<file path="config.mk">
export PLATFORM = sky130hd
export DESIGN_NAME = reg4_xfer_ctrl
export DESIGN_NICKNAME = d
export VERILOG_FILES = /design/src/rtl/reg4_ctrl_pkg.sv /design/src/rtl/reg4_cmd_fifo.sv /design/src/rtl/reg4_xfer_ctrl.sv
export SDC_FILE = /design/constraint.sdc
export NUM_CORES = 1
export LEC_CHECK = 0
export CORE_MARGIN = 2
export CORE_UTILIZATION = 44
export CTS_BUF_LIST = sky130_fd_sc_hd__clkbuf_2
export DETAILED_ROUTE_END_ITERATION = 12
export HOLD_SLACK_MARGIN = 0.05
export MAX_ROUTING_LAYER = met4
export PLACE_DENSITY = 0.81
export SLEW_MARGIN = 20
export SYNTH_ARGS = -nofsm -noshare
export SYNTH_HDL_FRONTEND = slang
export SYNTH_SLANG_ARGS = --single-unit
</file>
<file path="constraint.sdc">
create_clock -name clk -period 1.95 [get_ports clk]
set_clock_uncertainty 0.1 [all_clocks]
set_input_delay 0.39 -clock clk [delete_from_list [all_inputs] [get_ports clk]]
set_output_delay 0.39 -clock clk [all_outputs]
set_load 0.005 [all_outputs]
</file>
<file path="src/rtl/reg4_ctrl_pkg.sv">
// Shared types for the 4-bit register-bank transfer sequencer: op codes,
// FSM states, default widths and the command record.
package reg4_ctrl_pkg;

  localparam int DEF_NREG   = 4;
  localparam int DEF_W      = 4;
  localparam int DEF_IDX_W  = 2;
  localparam int FIFO_DEPTH = 2;

  typedef enum logic [1:0] {
    OP_NOP = 2'd0,
    OP_MOV = 2'd1,
    OP_LDI = 2'd2,
    OP_RSV = 2'd3
  } op_e;

  typedef enum logic [1:0] {
    ST_IDLE  = 2'd0,
    ST_DRIVE = 2'd1,
    ST_LATCH = 2'd2,
    ST_DONE  = 2'd3
  } state_e;

  // Command record at the default widths.
  typedef struct packed {
    op_e                  op;
    logic [DEF_IDX_W-1:0] src;
    logic [DEF_IDX_W-1:0] dst;
    logic [DEF_W-1:0]     imm;
  } cmd_t;

  // Flattened width of a command record for a given index/data width.
  function automatic int cmd_width(input int idx_w, input int w);
    return 2 + 2 * idx_w + w;
  endfunction

endpackage

</file>
<file path="src/rtl/reg4_cmd_fifo.sv">
// Two-entry command buffer placed in front of the transfer FSM when
// REG4_XFER_CMDBUF_EN is defined. Push is ignored when full, pop when empty.
module reg4_cmd_fifo
  import reg4_ctrl_pkg::*;
#(
  parameter int DW = 10
) (
  input  logic          clk,
  input  logic          clr,
  input  logic          push,
  input  logic [DW-1:0] din,
  input  logic          pop,
  output logic [DW-1:0] dout,
  output logic          full,
  output logic          empty
);

  logic [DW-1:0] mem [FIFO_DEPTH];
  logic          wr_ptr;
  logic          rd_ptr;
  logic [1:0]    count;
  logic          do_push;
  logic          do_pop;

  assign full    = (count == 2'(FIFO_DEPTH));
  assign empty   = (count == 2'd0);
  assign do_push = push & ~full;
  assign do_pop  = pop & ~empty;
  assign dout    = mem[rd_ptr];

  // Pointer and occupancy bookkeeping; reset flushes the buffer.
  // NOTE: sequential state uses non-blocking assignments so every flop samples pre-edge values.
  always_ff @(posedge clk or negedge clr) begin
    if (!clr) begin
      wr_ptr <= 1'b0;
      rd_ptr <= 1'b0;
      count  <= 2'd0;
    end else begin
      if (do_push) wr_ptr <= ~wr_ptr;
      if (do_pop)  rd_ptr <= ~rd_ptr;
      case ({do_push, do_pop})
        2'b10:   count <= count + 2'd1;
        2'b01:   count <= count - 2'd1;
        default: count <= count;
      endcase
    end
  end

  // Storage write.
  // NOTE: entry storage has no reset; emptiness is tracked by count, so stale data is never observed.
  always_ff @(posedge clk) begin
    if (do_push) mem[wr_ptr] <= din;
  end

endmodule

</file>
<file path="src/rtl/reg4_xfer_ctrl.sv">
// Transfer sequencer for a bank of NREG registers sharing one data bus.
// Each MOV/LDI runs DRIVE (source on) -> LATCH (source on, dst inen) -> DONE,
// so the bus has exactly one driver whenever a destination latches.
// Optional build macro: REG4_XFER_CMDBUF_EN adds a 2-entry command buffer
// so transfers chain DRIVE->LATCH->DONE->DRIVE without an IDLE gap.
module reg4_xfer_ctrl
  import reg4_ctrl_pkg::*;
#(
  parameter int NREG  = DEF_NREG,
  parameter int W     = DEF_W,
  parameter int IDX_W = DEF_IDX_W
) (
  input  logic             clk,
  input  logic             clr,
  input  logic             cmd_valid,
  output logic             cmd_ready,
  input  logic [1:0]       cmd_op,
  input  logic [IDX_W-1:0] cmd_src,
  input  logic [IDX_W-1:0] cmd_dst,
  input  logic [W-1:0]     cmd_imm,
  output logic [NREG-1:0]  oen,
  output logic [NREG-1:0]  inen,
  output logic             imm_oen,
  output logic [W-1:0]     imm_data,
  output logic             busy,
  output logic             done,
  output logic             err
);

  typedef struct packed {
    op_e              op;
    logic [IDX_W-1:0] src;
    logic [IDX_W-1:0] dst;
    logic [W-1:0]     imm;
  } xfer_t;

  localparam logic [IDX_W:0]  NREG_V = (IDX_W + 1)'(NREG);
  localparam logic [NREG-1:0] ONE    = {{(NREG - 1){1'b0}}, 1'b1};

  state_e state;
  state_e state_nx;
  xfer_t  in_cmd;     // command presented to the FSM
  logic   in_valid;
  logic   fsm_ready;  // FSM can take a command this cycle
  logic   take;
  logic   in_rej;
  logic   in_xfer;
  xfer_t  cur;        // command being sequenced
  logic   rej_q;

  assign fsm_ready = (state == ST_IDLE) || (state == ST_DONE);
  assign take      = in_valid & fsm_ready;

`ifdef REG4_XFER_CMDBUF_EN
  localparam int CW = cmd_width(IDX_W, W);

  logic [CW-1:0] fifo_dout;
  logic          fifo_full;
  logic          fifo_empty;

  reg4_cmd_fifo #(.DW(CW)) u_fifo (
    .clk   (clk),
    .clr   (clr),
    .push  (cmd_valid & cmd_ready),
    .din   ({cmd_op, cmd_src, cmd_dst, cmd_imm}),
    .pop   (take),
    .dout  (fifo_dout),
    .full  (fifo_full),
    .empty (fifo_empty)
  );

  assign in_cmd    = xfer_t'(fifo_dout);
  assign in_valid  = ~fifo_empty;
  assign cmd_ready = clr & ~fifo_full;
`else
  assign in_cmd    = '{op: op_e'(cmd_op), src: cmd_src, dst: cmd_dst, imm: cmd_imm};
  assign in_valid  = cmd_valid;
  assign cmd_ready = clr & fsm_ready;
`endif

  // Classify the incoming command: rejected, a real bus transfer, or a no-op.
  // NOTE: every output of a combinational block gets a default first, so no path infers a latch.
  always_comb begin
    in_rej  = 1'b0;
    in_xfer = 1'b0;
    case (in_cmd.op)
      OP_NOP: ;
      OP_MOV: begin
        if (({1'b0, in_cmd.src} >= NREG_V) || ({1'b0, in_cmd.dst} >= NREG_V)) in_rej = 1'b1;
        else if (in_cmd.src != in_cmd.dst)                                      in_xfer = 1'b1;
      end
      OP_LDI: begin
        if ({1'b0, in_cmd.dst} >= NREG_V) in_rej  = 1'b1;
        else                              in_xfer = 1'b1;
      end
      default: in_rej = 1'b1;
    endcase
  end

  // Next-state logic; short-circuit and rejected commands go straight to DONE.
  always_comb begin
    state_nx = state;
    case (state)
      ST_IDLE, ST_DONE: begin
        if (take) state_nx = in_xfer ? ST_DRIVE : ST_DONE;
        else      state_nx = ST_IDLE;
      end
      ST_DRIVE: state_nx = ST_LATCH;
      ST_LATCH: state_nx = ST_DONE;
      default:  state_nx = ST_IDLE;
    endcase
  end

  // State register and command capture on accept; reset discards any in-flight command.
  always_ff @(posedge clk or negedge clr) begin
    if (!clr) begin
      state <= ST_IDLE;
      cur   <= '0;
      rej_q <= 1'b0;
    end else begin
      state <= state_nx;
      if (take) begin
        cur   <= in_cmd;
        rej_q <= in_rej;
      end
    end
  end

  // Strobe decode: the source stays on through DRIVE and LATCH, inen only in LATCH.
  always_comb begin
    oen      = '0;
    inen     = '0;
    imm_oen  = 1'b0;
    imm_data = '0;
    if ((state == ST_DRIVE) || (state == ST_LATCH)) begin
      if (cur.op == OP_LDI) begin
        imm_oen  = 1'b1;
        imm_data = cur.imm;
      end else begin
        oen = ONE << cur.src;
      end
    end
    if (state == ST_LATCH) inen = ONE << cur.dst;
  end

  assign busy = (state != ST_IDLE);
  assign done = (state == ST_DONE);
  assign err  = done & rej_q;

endmodule

</file>
==> run summary, run 1 <==
Outcome: finished, final reports clean
Initial Utilization: 48.6%
Syn_nets: 90
Synth top cells by count: 13 x dfrtp_1, 8 x nand2_1, 7 x inv_1
Min-delay worst type: primary input to asynchronous set/reset pin
Final period util: 96.5%
Clock Path Buffers: 2
Netlist Area Pre-Place: 757 sq um
WL per Instance: 14.3 um
Post-Syn Instances: 71
Syn_area_per_cell: 10.7 sq um
Worst EP required: 1.46 ns
Diode count: 0
Worst-Margin Slew: 0.293 ns
CTS Sinks: 13
First-pass GRT wire length: 2840 um
WP buf/inv: 3
Setup repair after global routing missed its margin: yes
Peak VDD IR: 0.000918 V
Htree depth: 1
All-layer global routing usage: 20.3%
Min Clock Period, post-route: 1.88 ns
Setup WS pre-CTS: -0.167 ns
Worst-Skew Late Latency: 0.26 ns
TNS Setup: 0 ns
Power Dens Cells: 1510 nW/um^2
CTS tree: done
Crit Path Category: flop to output port
Via count: 613
Startpoint Class: flop
P_leak: 0.570 nW
Layout area overhead: 50.1%
GP Congestion: 0.715
Clock buffer count from CTS: 3
Setup violators final: 0
Top cells by area, synth: dfrtp_1 43%, ha_1 9.9%, mux2_4 9.9%, mux2_2 6.0%, and2_1 4.1%
Worst setup EP type: output port
Crit path DAT: 1.39 ns
Die Ht: 45.5 um
CP top delay family: buffers and inverters
Die W: 45.5 um
Clock tree root driver cell: clkbuf_2
Ys async rst share: 100%
Share of layout cells above drive strength 1: 41.3%
Die area: 2070 sq um
ANT nets after route: 0
Synthesized flop and latch total: 13
Initial antenna violation count: 0
I/O pins: 30
GRT Residual Overflow: 0
Final Non-Filler Cells: 125
CP max FO: 2
Relative slew slack: 80.5%
Dominant synthesized flop cell: dfrtp_1
Sequential fraction of the synthesis area: 43.0%
Wire length after detailed routing: 1780 um
Reg clk slew, reported paths: 0.13 ns
Synth area leader: dfrtp_1
F_max: 531 MHz
CP max-delay cell: clkdlybuf4s50_1
# rows: 14
Post-route DRC: 0
Buffers on Ports: 29
Max Slew Vio Count: 0
Dpl cells: 120
Warnings from Yosys: 0
EDFF count, synth: 0
Top cell type's share of synthesized area: 43.0%
# hold bufs at CTS: 0
DRT Pass-1 Iters: 4
Netlist cell types: 19
Max cap viols: 0
Hold_ws: 0.342 ns
Vias/cell: 4.90
Detailed placement HPWL: 1270 um
Fin. Hold Viols: 0
Post-layout util: 72.9%
Slack of the critical path: 0.0678 ns
Drt initial violations: 11
Core ar.: 1560 sq um
Count leader, synth: dfrtp_1
Slowest stage delay, CP: 0.49 ns
Number of global-route vias before repair: 639
Pin count of the biggest net entering global routing: 15
Critical-path cell list: inv_2, ha_4, inv_1, clkdlybuf4s50_1
Nets: 129
[registers in the layout, indices dropped and copies added, names as in the netlist]
name and cells:
cur 10, rej_q 1, state 2
[final cells by class]
class,instances,area [sq um]
inverters,7,26.3
clock buffers,4,20.0
flip-flops and latches,13,325
repair buffers,36,297
well taps,16,20.0
fillers,117,423
multi-input cells,49,448
[cell usage in the layout (no fill, tap or decap), types with 2 or more instances in the layout]
master	count
inv_1	4
and2_1	4
inv_2	3
clkbuf_2	8
mux2_4	5
clkdlybuf4s15_1	4
o21ai_0	2
clkdlybuf4s50_1	13
a21oi_1	2
dfrtp_1	13
ha_4	2
buf_2	6
ha_1	3
nor3_2	2
xnor2_1	2
nand2_1	7
mux2_2	4
nand2b_1	2
nor2_1	4
buf_4	6
buf_6	2
[power by group]
part / total, mW / internal (mW) / switching [mW]
clock: 0.143 / 0.0544 / 0.0882
sequential: 0.515 / 0.404 / 0.111
combinational: 1.05 / 0.605 / 0.449
total: 1.71 / 1.06 / 0.648
[layer usage]
metal	vias up	GRT usage, %	routed length [um]	part of all wire (%)
met5	-	-	0	0
met4	0	11.2	57	3.2
met3	6	3.17	78	4.4
met2	20	33.5	895	50
met1	283	23.1	752	42
li1	304	-	-	-
[per-stage QoR]
stage | power [mW] | cell area (sq um)
final | 1.71 | 1140
after global routing | 1.84 | 1140
after CTS | 1.66 | 1150
after detailed placement | 1.47 | 1090
after global placement | 1.44 | 1090
after floorplan | 1.04 | 757
[path summary, 6_finish.rpt]
check	from	to	slack (ns)	cells past startpoint
worst max-delay path	state[1]	busy	0.07	4
worst min-delay path	clr	cur[7]	0.34	2
worst max register to register	state[1]	cur[1]	0.17	6
worst min register to register	cur[8]	cur[8]	0.39	2
max in group asynchronous	clr	cur[0]	1.24	2
min in group clk	cur[8]	cur[8]	0.39	2
[repair_timing]
| action | CTS | global route |
|---|---|---|
| pin swaps | 1 | 5 |
| setup endpoints to repair | 15 | 13 |
| resized for setup | 45 | 21 |
| buffers inserted | 1 | 0 |
[cells by family after synthesis]
group | synth area share (%)
AOI/OAI and AO/OA | 2.64
adders and majority gates | 9.92
muxes | 15.9
xor gates and xnor gates | 2.31
buffers and inverters | 6.45
DFF | 43.0
and+or+nand+nor | 19.8
Note: power is estimated with default switching activity, not from simulation.
==> inputs of run 2 (changes only) <==
- CORE_MARGIN: 2 -> not set
- HOLD_SLACK_MARGIN: 0.05 -> not set
==> run 2 against run 1 <==
Net effect:
- the flow now finishes with violations (design-rule violations)
- worst setup slack worse by 0.034 ns
- die area is 8.6% lower
- flip-flop and latch count stayed put
- combinational power hardly changed
- clock power hardly changed
- core utilization is 1.2 points higher
- first-iteration DRC count is 64% lower
- critical path type unchanged
- largest cell class unchanged
- global-route usage is 0.92 points higher
- non-clock buffer count stayed put
- cell count stayed put
- worst hold slack better by 0.011 ns
- sequential share of layout area is 0.47 points lower
- highest routed layer unchanged
==> run summary, run 2 (synthesis results as in run 1) <==
Die area: 1890 sq um
Die W: 43.5 um
Number of global-route vias before repair: 613
F_max: 522 MHz
All-layer global routing usage: 21.2%
Core ar.: 1560 sq um
Fin. Hold Viols: 0
Worst setup EP type: output port
Slack of the critical path: 0.0341 ns
Worst EP required: 1.46 ns
Failing checks: design-rule violations
Drt initial violations: 4
Most frequent cells in the layout: 13 x dfrtp_1, 12 x clkdlybuf4s50_1, 8 x clkbuf_2, 7 x nand2_1, 6 x buf_4
Clock share of power: 8.3%
Clock buffer count from CTS: 3
Worst-Skew Late Latency: 0.27 ns
CP max FO: 5
R2r startpoint: state[1]
Min-delay worst type: primary input to asynchronous set/reset pin
Sequential share of power: 29.8%
Reg clk slew, reported paths: 0.14 ns
ANT nets after route: 0
Commonest non-fill, non-tap cell in the layout: dfrtp_1
Relative slew slack: 79.9%
Worst-Margin Slew: 0.302 ns
Wire length after detailed routing: 1730 um
Biggest regs: cur: 10 flops, state: 2 flops, rej_q: 1 flops
# hold bufs at CTS: 0
Outcome: complete, but fails checks
Initial antenna violation count: 0
Reg-to-reg endpoint: cur[0]
Final period util: 98.3%
Clock tree root driver cell: clkbuf_2
Setup repair after global routing missed its margin: yes
Initial Utilization: 48.6%
GRT Residual Overflow: 0
P_leak: 0.580 nW
Post-route DRC: 4
Max reg flops: 10
Max cap viols: 0
Clock Path Buffers: 2
Pin count of the biggest net entering global routing: 15
Layout area overhead: 52.6%
Crit Path Category: flop to output port
First-pass GRT wire length: 2790 um
Cell Int Power: 1.08 mW
Min Clock Period, post-route: 1.92 ns
Worst reg-to-reg setup slack: 0.17 ns
Biggest register: cur
# rows: 14
Startpoint Class: flop
CTS Sinks: 13
Sw Pwr: 653 uW
Via count: 627
Nets: 129
Sw Ratio: 37.6%
GP Congestion: 0.754
Setup WS pre-CTS: -0.126 ns
Diode count: 0
Reg2reg path depth: 6
Share of layout cells above drive strength 1: 45.0%
CTS tree: done
Vias/cell: 5.02
DRT Pass-1 Iters: 7
Power Dens Cells: 1500 nW/um^2
Peak VDD IR: 0.000875 V
WL per Instance: 13.9 um
Max Slew Vio Count: 0
Detailed placement HPWL: 1220 um
Setup violators final: 0
Buffers on Ports: 29
Combinational power share: 62.0%
Die Ht: 43.5 um
Post-layout util: 74.1%
Htree depth: 1
I/O pins: 30
Crit path DAT: 1.43 ns
## run 2: cell count changes in the layout (fill, tap and decap cells not counted)
cell	delta
and3_4	+1
clkdlybuf4s50_1	-1
and2_1	-2
buf_2	-1
dlymetal6s2s_1	+1
dlygate4sd2_1	+1
and3_1	-1
buf_6	+2
and2_4	+2
clkdlybuf4s15_1	-2
## run 2: routing by layer
layer | global-route usage [%] | up-vias | part of all wire, %
met5 | - | - | 0
met2 | 36.4 | 17 | 53
li1 | - | 306 | -
met1 | 24.1 | 300 | 41
met3 | 2.50 | 4 | 3.1
met4 | 11.3 | 0 | 2.2
## run 2: final cells by class
cell class                 instances  area [sq um]
multi-input combinational         49           458
fill                             114           404
sequential                        13           325
timing repair buffer              36           305
inverter                           7          26.3
clock buffer                       4          20.0
tap                               16          20.0
## run 2: critical path, cell delays in order (launching register included)
cell and delay (ns):
dfrtp_1 0.40, inv_2 0.06, ha_4 0.27, inv_2 0.04
nor2_4 0.14, and2_4 0.16, buf_6 0.09
## run 2: through the flow
stage / area (sq um) / TNS (ns) / cells / hold WS, ns / power [mW]
floorplan: 757 / 0 / 71 / -0.00559 / 1.04
global placement: 1090 / -0.269 / 120 / 0.357 / 1.44
detailed placement: 1090 / -0.713 / 120 / 0.374 / 1.48
CTS: 1140 / 0 / 124 / 0.359 / 1.65
global route: 1150 / -0.246 / 125 / 0.357 / 1.87
finish: 1150 / 0 / 125 / 0.353 / 1.74
## run 2: timing repair
action | CTS | global route
pin swaps | 2 | 9
buffers inserted | 0 | 1
gates resized for setup | 42 | 30
endpoints found under the setup margin | 15 | 16
## run 2: worst max-delay path by stage
stage / start / end / slack, ns
global placement: state[0] / imm_data[2] / -0.05
floorplan: state[1] / imm_data[0] / 0.30
detailed placement: state[0] / oen[0] / -0.13
CTS: state[0] / oen[2] / 0.0008
finish: state[1] / imm_data[1] / 0.03
global route: state[0] / imm_data[3] / -0.05
## run 2: power groups by stage
stage	combinational [mW]	clock, mW	sequential [mW]
after floorplan	0.565	0	0.477
after global placement	0.944	0	0.491
after detailed placement	0.973	0	0.502
after CTS	0.998	0.148	0.505
after global routing	1.18	0.160	0.537
final	1.08	0.144	0.517
==> inputs of run 3 (changes only) <==
- GPL_TIMING_DRIVEN: not set -> 0
==> run 3 against run 2 <==
Net effect:
- the flow finishes with violations (design-rule violations, negative setup slack)
- total power fell by 0.74%
- via count fell by 0.48%
- worst setup slack got worse by 0.10 ns
- routed wire length fell by 0.29%
- worst hold slack got worse by 0.24 ns
- register-to-register slack improved by 0.05 ns
- count of clock-buffer cells in the layout did not move
- fmax fell by 5.1%
- first-iteration DRC count rose to 4.0 times the previous value
- cell count did not move
- critical path type unchanged
- largest power group unchanged
==> run summary, run 3 (synthesis results as in run 1) <==
Final Non-Filler Cells: 125
Wire length after detailed routing: 1730 um
Sw Ratio: 36.7%
Setup repair after global routing missed its margin: yes
Biggest regs: cur: 10 flops, state: 2 flops, rej_q: 1 flops
Number of global-route vias before repair: 612
All-layer global routing usage: 20.8%
ANT nets after route: 0
Relative slew slack: 60.0%
Vias/cell: 4.99
Initial Utilization: 48.6%
Outcome: complete, but fails checks
CP top delay family: buffers and inverters
Critical-path cell list: inv_2, ha_4, buf_4, buf_6, and2b_1, buf_2
Setup violators final: 7
Crit path DAT: 1.53 ns
Commonest non-fill, non-tap cell in the layout: dfrtp_1
Htree depth: 1
Max Slew Vio Count: 0
Clock Path Buffers: 2
P_leak: 0.629 nW
Die Ht: 43.5 um
Fin. Hold Viols: 0
Share of layout cells above drive strength 1: 38.5%
Power Dens Cells: 1500 nW/um^2
Worst EP required: 1.46 ns
Nets: 129
Slowest stage delay, CP: 0.43 ns
F_max: 495 MHz
Combinational power share: 62.3%
Reg clk slew, reported paths: 0.14 ns
Failing checks: design-rule violations, negative setup slack
Min Clock Period, post-route: 2.02 ns
Dpl cells: 116
Detailed placement HPWL: 1160 um
Pin count of the biggest net entering global routing: 15
WP buf/inv: 4
Worst setup EP type: output port
Post-route DRC: 4
GRT Residual Overflow: 0
Crit Path Category: flop to output port
Clock share of power: 8.1%
Sequential share of power: 29.6%
Worst-Margin Slew: 0.600 ns
Layout area overhead: 51.4%
Worst-Skew Late Latency: 0.27 ns
CTS Sinks: 13
Max reg flops: 10
CP max FO: 3
Clock buffer count from CTS: 3
# hold bufs at CTS: 0
# rows: 14
Buffers on Ports: 29
CTS tree: done
Via count: 624
GP Congestion: 0.720
Die W: 43.5 um
Cell Int Power: 1.09 mW
Core ar.: 1560 sq um
Peak VDD IR: 0.000936 V
Most frequent cells in the layout: 13 x dfrtp_1, 11 x clkdlybuf4s50_1, 9 x buf_2, 7 x nand2_1
CP max-delay cell: dfrtp_1
Total power: 1.72 mW
Drt initial violations: 16
Die area: 1890 sq um
Diode count: 0
Final period util: 104%
Startpoint Class: flop
WL per Instance: 13.8 um
First-pass GRT wire length: 2710 um
Max cap viols: 0
Initial antenna violation count: 0
I/O pins: 30
Slack of the critical path: -0.0689 ns
Sw Pwr: 632 uW
Min-delay worst type: primary input to asynchronous set/reset pin
Clock tree root driver cell: clkbuf_2
Post-layout util: 73.5%
Biggest register: cur
DRT Pass-1 Iters: 8
run 3: changes by cell type in the layout (fill, tap and decap cells not counted), sizes merged:
cell and change:
clkbuf -4, dlymetal6s2s +3, clkdlybuf4s50 -1, dlygate4sd2 +3
clkdlybuf4s15 -2, buf +1
run 3: cell type report:
class                           count  area [sq um]
Multi-Input combinational cell     49           438
Sequential cell                    13           325
Buffer                              1          11.3
Tap cell                           16          20.0
Fill cell                         117           413
Inverter                            7          26.3
Timing Repair Buffer               35           305
Clock buffer                        4          20.0
run 3: routing by layer:
| layer | part of all wire (%) | wire [um] | track usage (%) | vias up |
|---|---|---|---|---|
| met5 | 0 | 0 | - | - |
| met2 | 53 | 924 | 36.1 | 17 |
| met4 | 1.7 | 29 | 10.0 | 0 |
| met3 | 4.4 | 76 | 3.75 | 2 |
| li1 | - | - | - | 303 |
| met1 | 40 | 698 | 23.0 | 302 |
run 3: worst paths after layout:
kind | startpoint | to | slack, ns | cells after the start
worst min-delay path | clr | cur[5] | 0.11 | 1
min in group clk | cur[9] | cur[9] | 0.40 | 2
worst min register to register | cur[9] | cur[9] | 0.40 | 2
max in group asynchronous | clr | cur[9] | 1.23 | 1
worst max register to register | state[0] | cur[6] | 0.22 | 6
worst max-delay path | state[0] | cmd_ready | -0.07 | 6
run 3: power by group through the flow:
stage          logic (mW)  clock network, mW  registers [mW]
6_report             1.07              0.140           0.511
5_1_grt              1.17              0.161           0.532
4_1_cts              1.03              0.144           0.500
3_5_place_dp        0.935                  0           0.499
3_3_place_gp        0.906                  0           0.495
2_1_floorplan       0.565                  0           0.477
run 3: timing repair:
action | 4_1_cts | 5_1_grt
endpoints found under the setup margin | 14 | 17
pin swaps | 5 | 5
resized for setup | 50 | 12
buffers inserted | 4 | 2
run 3: through the flow:
step / setup TNS [ns] / area, sq um / hold WS, ns / worst slack [ns]
2_1_floorplan: 0 / 757 / -0.00559 / 0.300
3_3_place_gp: -1.77 / 1070 / 0.353 / -0.516
3_5_place_dp: -1.99 / 1070 / 0.361 / -0.518
4_1_cts: -0.743 / 1120 / 0.129 / -0.187
5_1_grt: -1.29 / 1150 / 0.121 / -0.167
6_report: -0.330 / 1150 / 0.113 / -0.0689
